**src/rtl/clause_bank_scan.sv**
```systemverilog
// clause_bank_scan: clause storage bank plus a sequential unit-propagation scanner.
// One clause slot is evaluated per cycle against var_value_i. Implications leave
// through a ready/valid handshake. The scan stops at the first conflict and reports
// an all-satisfied summary at the end.
//
// Optional feature macro: CLAUSE_BANK_PARTICIPATE_EN builds the participate_o
// register. When the macro is undefined, participate_o is tied to zero.
//
// Ports:
//   clk, rst                      clock (rising edge), asynchronous active-low reset
//   var_value_i                   2 bits per variable: 01 true, 10 false, 00/11 unassigned
//   wr_valid_i/wr_ready_o         clause write handshake into slot wr_idx_i
//   clause_i, clause_len_i        clause literals (01 pos, 10 neg, 00/11 absent) and stored length
//   clear_i                       invalidate all slots (IDLE only)
//   rd_en_i, rd_idx_i             registered read request
//   rd_valid_o, clause_o, clause_len_o   read response, zeros for empty/out-of-range slots
//   eval_start_i, busy_o, done_o  scan control and status
//   imply_valid_o/imply_ready_i   implication handshake; imply_var_o, imply_val_o, imply_cid_o
//   conflict_o, conflict_cid_o    first conflict found in the last scan
//   all_c_sat_o                   every valid clause was satisfied in the last scan
//   participate_o                 OR of literal-present masks over valid slots
module clause_bank_scan #(
  parameter int unsigned NUM_CLAUSES = 8,
  parameter int unsigned NUM_VARS    = 8,
  parameter int unsigned WIDTH_C_LEN = 4,
  localparam int unsigned CID_W      = $clog2(NUM_CLAUSES),
  localparam int unsigned VID_W      = $clog2(NUM_VARS),
  localparam int unsigned CL_W       = NUM_VARS * 2
) (
  input  logic                   clk,
  input  logic                   rst,
  input  logic [CL_W-1:0]        var_value_i,
  input  logic                   wr_valid_i,
  output logic                   wr_ready_o,
  input  logic [CID_W-1:0]       wr_idx_i,
  input  logic [CL_W-1:0]        clause_i,
  input  logic [WIDTH_C_LEN-1:0] clause_len_i,
  input  logic                   clear_i,
  input  logic                   rd_en_i,
  input  logic [CID_W-1:0]       rd_idx_i,
  output logic                   rd_valid_o,
  output logic [CL_W-1:0]        clause_o,
  output logic [WIDTH_C_LEN-1:0] clause_len_o,
  input  logic                   eval_start_i,
  output logic                   busy_o,
  output logic                   imply_valid_o,
  input  logic                   imply_ready_i,
  output logic [VID_W-1:0]       imply_var_o,
  output logic                   imply_val_o,
  output logic [CID_W-1:0]       imply_cid_o,
  output logic                   done_o,
  output logic                   conflict_o,
  output logic [CID_W-1:0]       conflict_cid_o,
  output logic                   all_c_sat_o,
  output logic [NUM_VARS-1:0]    participate_o
);

  typedef enum logic [1:0] {IDLE, SCAN, WAIT_IMP, DONE} state_t;

  state_t                 state_q, state_d;
  logic [CID_W-1:0]       idx_q, idx_d;
  logic                   sat_acc_q, sat_acc_d;

  logic [CL_W-1:0]        clause_mem [NUM_CLAUSES];
  logic [WIDTH_C_LEN-1:0] len_mem    [NUM_CLAUSES];
  logic [NUM_CLAUSES-1:0] vld_q;

  logic                   wr_en, clear_en;
  logic [CL_W-1:0]        rd_clause_c;
  logic [WIDTH_C_LEN-1:0] rd_len_c;
  logic [CL_W-1:0]        cur_clause;
  logic                   cur_vld;
  logic [1:0]             lit, val;
  logic                   any_true, any_una, multi_una, unit_val;
  logic [VID_W-1:0]       unit_var;
  logic                   cur_sat, cur_conf, cur_unit, last_slot;

  logic                   busy_d, done_d, imply_valid_d, imply_val_d;
  logic [VID_W-1:0]       imply_var_d;
  logic [CID_W-1:0]       imply_cid_d, conflict_cid_d;
  logic                   conflict_d, all_c_sat_d;

  // Writes and clears are only taken while idle; clear wins over a write
  assign wr_ready_o = (state_q == IDLE) && !clear_i;
  assign wr_en      = wr_valid_i && wr_ready_o;
  assign clear_en   = clear_i && (state_q == IDLE);

  // Slot valid bits; an out-of-range index matches no slot and is dropped
  always_ff @(posedge clk or negedge rst) begin
    if (!rst) begin
      vld_q <= '0;
    end else if (clear_en) begin
      vld_q <= '0;
    end else if (wr_en) begin
      for (int i = 0; i < int'(NUM_CLAUSES); i++)
        if (wr_idx_i == CID_W'(i)) vld_q[i] <= 1'b1;
    end
  end

  // Clause payload storage; contents are qualified by vld_q so no reset is needed
  always_ff @(posedge clk) begin
    if (wr_en) begin
      for (int i = 0; i < int'(NUM_CLAUSES); i++) begin
        if (wr_idx_i == CID_W'(i)) begin
          clause_mem[i] <= clause_i;
          len_mem[i]    <= clause_len_i;
        end
      end
    end
  end

  // Read mux: empty or out-of-range slots read as zero
  always_comb begin
    rd_clause_c = '0;
    rd_len_c    = '0;
    for (int i = 0; i < int'(NUM_CLAUSES); i++) begin
      if (rd_idx_i == CID_W'(i) && vld_q[i]) begin
        rd_clause_c = clause_mem[i];
        rd_len_c    = len_mem[i];
      end
    end
  end

  always_ff @(posedge clk or negedge rst) begin
    if (!rst) begin
      rd_valid_o   <= 1'b0;
      clause_o     <= '0;
      clause_len_o <= '0;
    end else begin
      rd_valid_o <= rd_en_i;
      if (rd_en_i) begin
        clause_o     <= rd_clause_c;
        clause_len_o <= rd_len_c;
      end
    end
  end

  // Slot under scan
  always_comb begin
    cur_clause = '0;
    cur_vld    = 1'b0;
    for (int i = 0; i < int'(NUM_CLAUSES); i++) begin
      if (idx_q == CID_W'(i)) begin
        cur_clause = clause_mem[i];
        cur_vld    = vld_q[i];
      end
    end
  end

  // Literal evaluation: a literal is true when the value code equals its polarity code
  always_comb begin
    lit       = '0;
    val       = '0;
    any_true  = 1'b0;
    any_una   = 1'b0;
    multi_una = 1'b0;
    unit_var  = '0;
    unit_val  = 1'b0;
    for (int v = 0; v < int'(NUM_VARS); v++) begin
      lit = cur_clause[2*v +: 2];
      val = var_value_i[2*v +: 2];
      if (lit == 2'b01 || lit == 2'b10) begin
        if (val == lit) begin
          any_true = 1'b1;
        end else if (val == 2'b00 || val == 2'b11) begin
          multi_una = multi_una | any_una;
          any_una   = 1'b1;
          unit_var  = VID_W'(v);
          unit_val  = lit[0];
        end
      end
    end
  end

  assign cur_sat   = any_true;
  assign cur_conf  = !any_true && !any_una;
  assign cur_unit  = !any_true && any_una && !multi_una;
  assign last_slot = (idx_q == CID_W'(NUM_CLAUSES - 1));

  // Scan FSM next-state and registered-output values
  always_comb begin
    state_d        = state_q;
    idx_d          = idx_q;
    sat_acc_d      = sat_acc_q;
    imply_var_d    = imply_var_o;
    imply_val_d    = imply_val_o;
    imply_cid_d    = imply_cid_o;
    conflict_d     = conflict_o;
    conflict_cid_d = conflict_cid_o;
    all_c_sat_d    = all_c_sat_o;
    case (state_q)
      IDLE: begin
        if (eval_start_i) begin
          state_d     = SCAN;
          idx_d       = '0;
          sat_acc_d   = 1'b1;
          conflict_d  = 1'b0;
          all_c_sat_d = 1'b0;
        end
      end
      SCAN: begin
        if (cur_vld && !cur_sat) sat_acc_d = 1'b0;
        if (cur_vld && cur_conf) begin
          conflict_d     = 1'b1;
          conflict_cid_d = idx_q;
          state_d        = DONE;
        end else if (cur_vld && cur_unit) begin
          imply_var_d = unit_var;
          imply_val_d = unit_val;
          imply_cid_d = idx_q;
          state_d     = WAIT_IMP;
        end else if (last_slot) begin
          state_d = DONE;
        end else begin
          idx_d = idx_q + CID_W'(1);
        end
      end
      WAIT_IMP: begin
        if (imply_ready_i) begin
          if (last_slot) begin
            state_d = DONE;
          end else begin
            state_d = SCAN;
            idx_d   = idx_q + CID_W'(1);
          end
        end
      end
      DONE: state_d = IDLE;
      default: state_d = IDLE;
    endcase
    // Summary is latched on entry to DONE so it is visible alongside done_o
    if (state_d == DONE && state_q != DONE) all_c_sat_d = sat_acc_d && !conflict_d;
    busy_d        = (state_d != IDLE);
    done_d        = (state_d == DONE);
    imply_valid_d = (state_d == WAIT_IMP);
  end

  always_ff @(posedge clk or negedge rst) begin
    if (!rst) begin
      state_q        <= IDLE;
      idx_q          <= '0;
      sat_acc_q      <= 1'b0;
      busy_o         <= 1'b0;
      done_o         <= 1'b0;
      imply_valid_o  <= 1'b0;
      imply_var_o    <= '0;
      imply_val_o    <= 1'b0;
      imply_cid_o    <= '0;
      conflict_o     <= 1'b0;
      conflict_cid_o <= '0;
      all_c_sat_o    <= 1'b0;
    end else begin
      state_q        <= state_d;
      idx_q          <= idx_d;
      sat_acc_q      <= sat_acc_d;
      busy_o         <= busy_d;
      done_o         <= done_d;
      imply_valid_o  <= imply_valid_d;
      imply_var_o    <= imply_var_d;
      imply_val_o    <= imply_val_d;
      imply_cid_o    <= imply_cid_d;
      conflict_o     <= conflict_d;
      conflict_cid_o <= conflict_cid_d;
      all_c_sat_o    <= all_c_sat_d;
    end
  end

`ifdef CLAUSE_BANK_PARTICIPATE_EN
  logic [NUM_VARS-1:0] part_c;

  // A literal is present when its two code bits differ
  always_comb begin
    part_c = '0;
    for (int i = 0; i < int'(NUM_CLAUSES); i++)
      for (int v = 0; v < int'(NUM_VARS); v++)
        part_c[v] = part_c[v] | (vld_q[i] & (^clause_mem[i][2*v +: 2]));
  end

  always_ff @(posedge clk or negedge rst) begin
    if (!rst) participate_o <= '0;
    else      participate_o <= part_c;
  end
`else
  assign participate_o = '0;
`endif

endmodule
```
**config.mk**
```make
export PLATFORM = sky130hd
export DESIGN_NAME = clause_bank_scan
export DESIGN_NICKNAME = d
export VERILOG_FILES = /design/src/rtl/clause_bank_scan.sv
export SDC_FILE = /design/constraint.sdc
export NUM_CORES = 1
export LEC_CHECK = 0
export BUFFER_PORTS_ARGS = -buffer_cell sky130_fd_sc_hd__clkbuf_2
export CAP_MARGIN = 5
export CELL_PAD_IN_SITES_DETAIL_PLACEMENT = 1
export CELL_PAD_IN_SITES_GLOBAL_PLACEMENT = 1
export CORE_ASPECT_RATIO = 1.25
export CORE_MARGIN = 2
export CORE_UTILIZATION = 52
export CTS_CLUSTER_DIAMETER = 200
export CTS_CLUSTER_SIZE = 20
export DETAILED_ROUTE_END_ITERATION = 10
export GPL_TIMING_DRIVEN = 0
export HOLD_SLACK_MARGIN = 0.08
export PLACE_DENSITY = 0.9
export REMOVE_ABC_BUFFERS = 1
export SYNTH_ARGS = -nofsm -noshare
export SYNTH_HDL_FRONTEND = slang
export SYNTH_SLANG_ARGS = --single-unit
```
**constraint.sdc**
```tcl
create_clock -name clk -period 9.7 [get_ports clk]
set_clock_uncertainty 0.1 [all_clocks]
set_input_delay 0.485 -clock clk [delete_from_list [all_inputs] [get_ports clk]]
set_output_delay 0.485 -clock clk [all_outputs]
set_load 0.1 [all_outputs]
```
# After elaboration in Yosys (flattened, before gate mapping)
# Memories as Yosys holds them, arrays and structs flattened.
# Cells that the tools add are included.
# op_classes
eq_ne	63
n_mul	0
n_lt_le_gt_ge	0
shift	0
div_mod_pow	0
n_addsub	1
reduce_logical	91
mux	236
n_bitwise	7
# op_table
cell	count
two-way mux 16 bit	23
two-way mux 1 bit	149
OR reduction 16 bit	7
two-way mux 3 bit	37
two-way mux 4 bit	15
== test 2 bit (second input constant)	20
== test 3 bit (second input constant)	12
OR reduction 4 bit	7
nonzero test 2 bit	12
AND reduction 2 bit	10
logical AND 1 bit	19
== test 2 x 1 -> 1 bit (second input constant)	9
== test 3 x 2 -> 1 bit (second input constant)	6
logical NOT 2 bit	9
== test 2 bit	8
logical OR 1 bit	16
two-way mux 8 bit	2
two-way mux 2 bit	6
!= test 2 bit (second input constant)	5
== test 3 x 1 -> 1 bit (second input constant)	3
logical NOT 3 bit	3
one-hot mux 3 bit (3 select lines)	1
one-hot mux 2 bit (4 select lines)	1
OR 1 bit	6
other kinds (7)	12
# word_totals
output_inout_bits	45
memories	2
elab_cells	423
in_bits	49
mem_bits_ro	0
ram_bits	160
latchBits	0
ff_bits	50
# memory_table
memory	depth	width	rd	rd_clocked_by_memory_dff	wr	line_no	text
clause_mem	8	16	8	0	1	64	logic [CL_W-1:0] clause_mem [NUM_CLAUSES];
len_mem	8	4	8	0	1	65	logic [WIDTH_C_LEN-1:0] len_mem [NUM_CLAUSES];

# Depth between registers and ports, before layout
# logic_depth
depth_word	49
ltp_mapped	19
ltp_nobuf	14

# Least setup slack after synthesis
# OpenSTA, ideal clock, no wires.
# synth_timing
path_kind	register -> register
from	register state_q[0]
to	memory clause_mem[1][0] (netlist bit), enable pin
setup_ns	0.425
period_less_slack_ns	4.702
arrival_time_ns	4.177
path_stages_with_launch	7
n_path_buf	1
required_time_ns	9.175
setup_slack_ns	4.998
cell_sequence	dfrtp_1 > inv_1 > ha_1 > clkbuf_1 > nor2b_1 > nand3_1 > nor3_1
# synth_via
elab_chain_len	13
word_cells_on_any_way	40
classes_between	30 x mux; 10 x reduce/logical
# synth_rtl
element	line_no	text
from (decl)	60	state_t state_q, state_d;
from (signal assigned)	253	state_q <= state_d;
logical NOT 2 bit *	84	assign wr_ready_o = (state_q == IDLE) && !clear_i;
logical AND 1 bit *	84	
via wr_ready_o	34	output logic wr_ready_o,
logical AND 1 bit *	85	assign wr_en = wr_valid_i && wr_ready_o;
two-way mux 1 bit	102	if (wr_en) begin
two-way mux 1 bit (not written as such)	105	clause_mem[i] <= clause_i;
OR reduction 16 bit (no line)	--	
two-way mux 3 bit (no line) / two-way mux 1 bit (equally long branches) (7 in series)	--	
to (decl)	64	
# The timed path passes the listed nets; every way through them passes the cells marked *.

# Worst setup path in the final report
# layout_timing
from	register idx_q[2]
to	register idx_q[2]
# layout_via
elab_chain_len	44
word_cells_on_any_way	139
classes_between	1 x add/sub; 33 x eq/ne; 81 x mux; 6 x bitwise; 18 x reduce/logical
# layout_rtl
element	line_no	text
from (decl)	61	logic [CID_W-1:0] idx_q, idx_d;
from (signal assigned)	254	idx_q <= idx_d;
logical NOT 3 bit	143	if (idx_q == CID_W'(i)) begin
two-way mux 16 bit (8 in series)	143	
== test 2 bit (tied with other cells)	163	if (val == lit) begin
two-way mux 1 bit / logical OR 1 bit (equally long branches)	163, 162	
two-way mux 1 bit	162	if (lit == 2'b01 || lit == 2'b10) begin
two-way mux 1 bit	165	end else if (val == 2'b00 || val == 2'b11) begin
two-way mux 1 bit	163	
two-way mux 1 bit	162	
[21 not listed]	--	
two-way mux 1 bit	165	
two-way mux 1 bit	163	
two-way mux 1 bit	162	
logical NOT 1 bit	177	assign cur_unit = !any_true && any_una && !multi_una;
logical AND 1 bit	177	
logical AND 1 bit	207	end else if (cur_vld && cur_unit) begin
!= test 2 bit (no line)	--	
AND reduction 5 bit (no line)	--	
# Parallel ways exist; a longest one is shown, timed or not. The select of a mux whose other input is x is not followed.
# A chain may end at the register's enable or synchronous reset.

==> run summary <==
In this run the static leakage power is 4.33 nW. The die area came out at 21100 sq um. Ranked by total cell area, the synthesized netlist is headed by edfxtp_1 (46%), dfrtp_1 (12%), a22oi_1 (4.2%). The count of instances resized after the clock tree is built came out at 0. Along the worst hold path, the cell count comes to 1. Setup total negative slack on the finished layout was measured at 0 ns. The post-synthesis area per instance is 11.5 sq um. The share of synthesized area in the top cell type comes to 46.4%. The worst setup path is of the flip-flop to flip-flop kind. For this run, the post-layout net count is 1020. In this run the power spent charging and discharging nets is 1.41 mW. The share of power burned in combinational logic came out at 47.5%.

The clock insertion delay at the later pin of the skew report came out at 0.50 ns. The detailed-route DRC error count is 0. STA puts the critical path data required time at 9.96 ns. The number of nets still failing antenna checks after routing is 0. The worst slack at placement came out at 2.74 ns. The floorplan die width is 130 um.

The floorplan step set the die height to 162 um. The worst setup path is launched from a flip-flop. The final worst slack came out at 2.87 ns. The max-slew violation count is 0. The via count of the first global-routing pass is 8758. The fraction of final layout cells sized beyond drive strength 1 is 16.9%. Summing every instance area after synthesis gives 10400 sq um. The number of different library cells in the post-synthesis netlist came out at 83. The run finished with clean final reports. The signal arrival time at the worst endpoint came out at 7.09 ns. The number of instances in the synthesized netlist came out at 898. The synthesized design spends more area on one cell type than any other, namely edfxtp_1. The total vias in the final route came out at 8277. The setup slack on the worst flop-to-flop path came out at 2.87 ns. The number of antenna diodes in the final layout is 0. The count of cells along the worst register-to-register path is 14. For the pin with the worst max-slew slack, the measured transition is 1.34 ns. STA classifies the critical path endpoint as a flip-flop. For this configuration, the core starts out at a cell density of 53.2%. The number of core rows came out at 57. In this run the power density over the cells is 278 nW/um^2.

The number of I/O pins is 94. The total congestion overflow after global routing came out at 0. Setup repair after global routing left no endpoint under its margin.

The number of buffers inserted by post-CTS setup repair is 0. For this run, asynchronously set or reset flops after synthesis account for 23.8%. IR analysis of the VDD net gives a maximum drop of 0.157 mV. The routability-driven placement congestion ratio came out at 0.867. The library cell used most frequently in the layout, excluding fill and tap cells, is edfxtp_1. The TritonCTS sink count is 210. For this run, the top clock speed supported by timing is 146 MHz. The clock edge transition at the registers on the reported setup and hold paths came out at 0.10 ns. The final-report setup violation count came out at 0. The number of maximum-capacitance violations is 0. The H-tree depth came out at 1.

The core footprint came out at 19500 sq um. The class of the tightest hold or removal check is input port to flip-flop. The buffer type at the clock tree root is clkbuf_16.

In this run the worst path has a maximum fanout of 34. After detailed routing, the total wire length is 33.1 mm. The first-pass detailed-route iteration total is 5. The relative slew slack is 10.5%. The sequential share of power came out at 33.9%. The number of I/O port buffers came out at 85. The area used by multi-input combinational logic came out at 3940 sq um.

The average detailed-routed wire length per instance came out at 26.9 um. The number of flops mapped to enable cells by yosys is 160. The library cells used most frequently in the layout, excluding fill and tap cells, are edfxtp_1 (160), clkbuf_2 (84), o21ai_0 (62), nand2_1 (60), a22oi_1 (58). The detailed-route vias per instance came out at 6.71. The first global-routing pass estimated 49.8 mm of wire. The total internal power came out at 1.80 mW. The switching power share of the total came out at 44.0%. The area growth from synthesis to layout is 11.4%. The clock tree from TritonCTS is done. The number of fillers in the final layout is 2042.

The number of synthesized register bits is 210. The clock passes through at most 3 buffers. Summed over all nets, the half-perimeter wirelength after detailed placement is 21.8 mm. The final critical-path required period is 6.83 ns. The sequential element share of the synthesized area came out at 58.4%. Dividing the final minimum period by the clock period gives 70.4%. The number of clock buffers inserted by TritonCTS is 14. The number of antenna violations at the first check in global routing was 0.

Entering global routing, the biggest net connects 51 pins. The area used by sequential logic in the layout came out at 6060 sq um. Among all flip-flop cells after synthesis, the most frequent one is edfxtp_1. The final hold violation count is 0. For this run, the number of Yosys warnings is 0. The number of DRC markers after the initial detailed-route iteration is 824. The clock network fraction of design power is 18.7%.

The overall global routing resource usage is 31.2%.
==> worst max-delay path, stage by stage, from the launching register on <==
cell,delay (ns)
dfrtp_2,0.90
inv_2,0.39
ha_1,0.71
nor2_1,1.18
o211ai_1,0.26
o2bb2ai_1,0.22
a21oi_1,0.52
nor2_1,0.14
o21ai_1,0.42
nand3_1,0.28
nor2_1,0.19
a22o_1,0.25
nor3b_2,0.68
nor2_1,0.26
mux2i_1,0.17
==> cell usage after synthesis (all sizes together) (6+ instances only) <==
cell / count
inv: 40
a22o: 10
nand3: 38
a31oi: 13
nand2b: 20
o21ai: 65
dfrtp: 50
a21o: 14
nand3b: 7
nor2b: 22
nand2: 60
a22oi: 58
nor3: 7
and2: 7
a221oi: 6
buf: 34
clkbuf: 29
edfxtp: 160
nor4b: 9
nor2: 50
a21oi: 55
ha: 10
o211ai: 27
xnor2: 10
==> sequential cells by signal, summed over array words and instances (netlist names), 2 cells and up <==
name and count:
clause_mem 128, len_mem 32, clause_o 16, vld_q 8, clause_len_o 4, conflict_cid_o 3
idx_q 3, imply_cid_o 3, imply_var_o 3, state_q 2
==> metal layers <==
metal / part of all wire (%) / vias to the layer above / GRT usage [%] / wire, um
met3: 9.1 / 133 / 5.37 / 3000
met2: 50 / 475 / 53.4 / 16500
met1: 36 / 4148 / 37.5 / 12000
met5: 0 / - / 0 / 0
li1: - / 3521 / - / -
met4: 5.1 / 0 / 16.5 / 1700
==> power by group through the flow <==
stage	Clock [mW]	Combinational (mW)	Sequential (mW)
6_report	0.601	1.53	1.09
5_1_grt	0.625	1.62	1.09
4_1_cts	0.600	1.50	1.09
3_5_place_dp	0	1.48	1.11
3_3_place_gp	0	1.41	1.10
2_1_floorplan	0	0.872	1.29
==> final timing paths <==
path,start,end
setup / recovery,idx_q[2],idx_q[2]
setup reg to reg,idx_q[2],idx_q[2]
hold / removal,clause_i[14],clause_mem[1][14]
min in group asynchronous,rst,clause_o[12]
hold reg to reg,conflict_cid_o[2],conflict_cid_o[2]
max in group asynchronous,rst,idx_q[2]
==> stage by stage <==
step / total power, mW / util (%) / cells / instance area (sq um) / hold WS (ns)
after detailed placement: 2.59 / 57.1 / 1209 / 11100 / 0.380
after CTS: 3.18 / 59.3 / 1234 / 11500 / 0.171
after global routing: 3.34 / 59.3 / 1234 / 11500 / 0.185
final: 3.21 / 59.3 / 1234 / 11500 / 0.165
after floorplan: 2.16 / - / 842 / 10100 / 0.0894
after global placement: 2.51 / 55.5 / 1192 / 10800 / 0.363
==> what timing repair did <==
action                                  CTS  global route
hold buffers                              1             0
endpoints found under the setup margin    0             0
endpoints found under the hold margin    50             0
==> cell type report <==
cell class / count / share of cell area (%)
clock buffers: 23 / 3.51
clock inverters: 1 / 0.0975
inverters: 41 / 1.33
multi-input cells: 591 / 34.1
flip-flops and latches: 210 / 52.5
well taps: 265 / 2.87
repair buffers: 103 / 5.64
==> kinds of logic (layout without fill, tap and decap cells) <==
logic type | count (synthesis) | count (layout) | synth area share (%)
AND/OR/NAND/NOR | 253 | 253 | 13.3
flip-flops | 210 | 210 | 58.4
AO/OA/AOI/OAI | 297 | 297 | 20.2
buffers and inverters | 104 | 168 | 4.73
adder cells (fa/ha/maj) | 11 | 11 | 1.30
XOR/XNOR | 13 | 13 | 1.10
multiplexers | 9 | 9 | 0.930
other | 1 | 8 | 0.0362
Power figures use the tool's default switching activity.
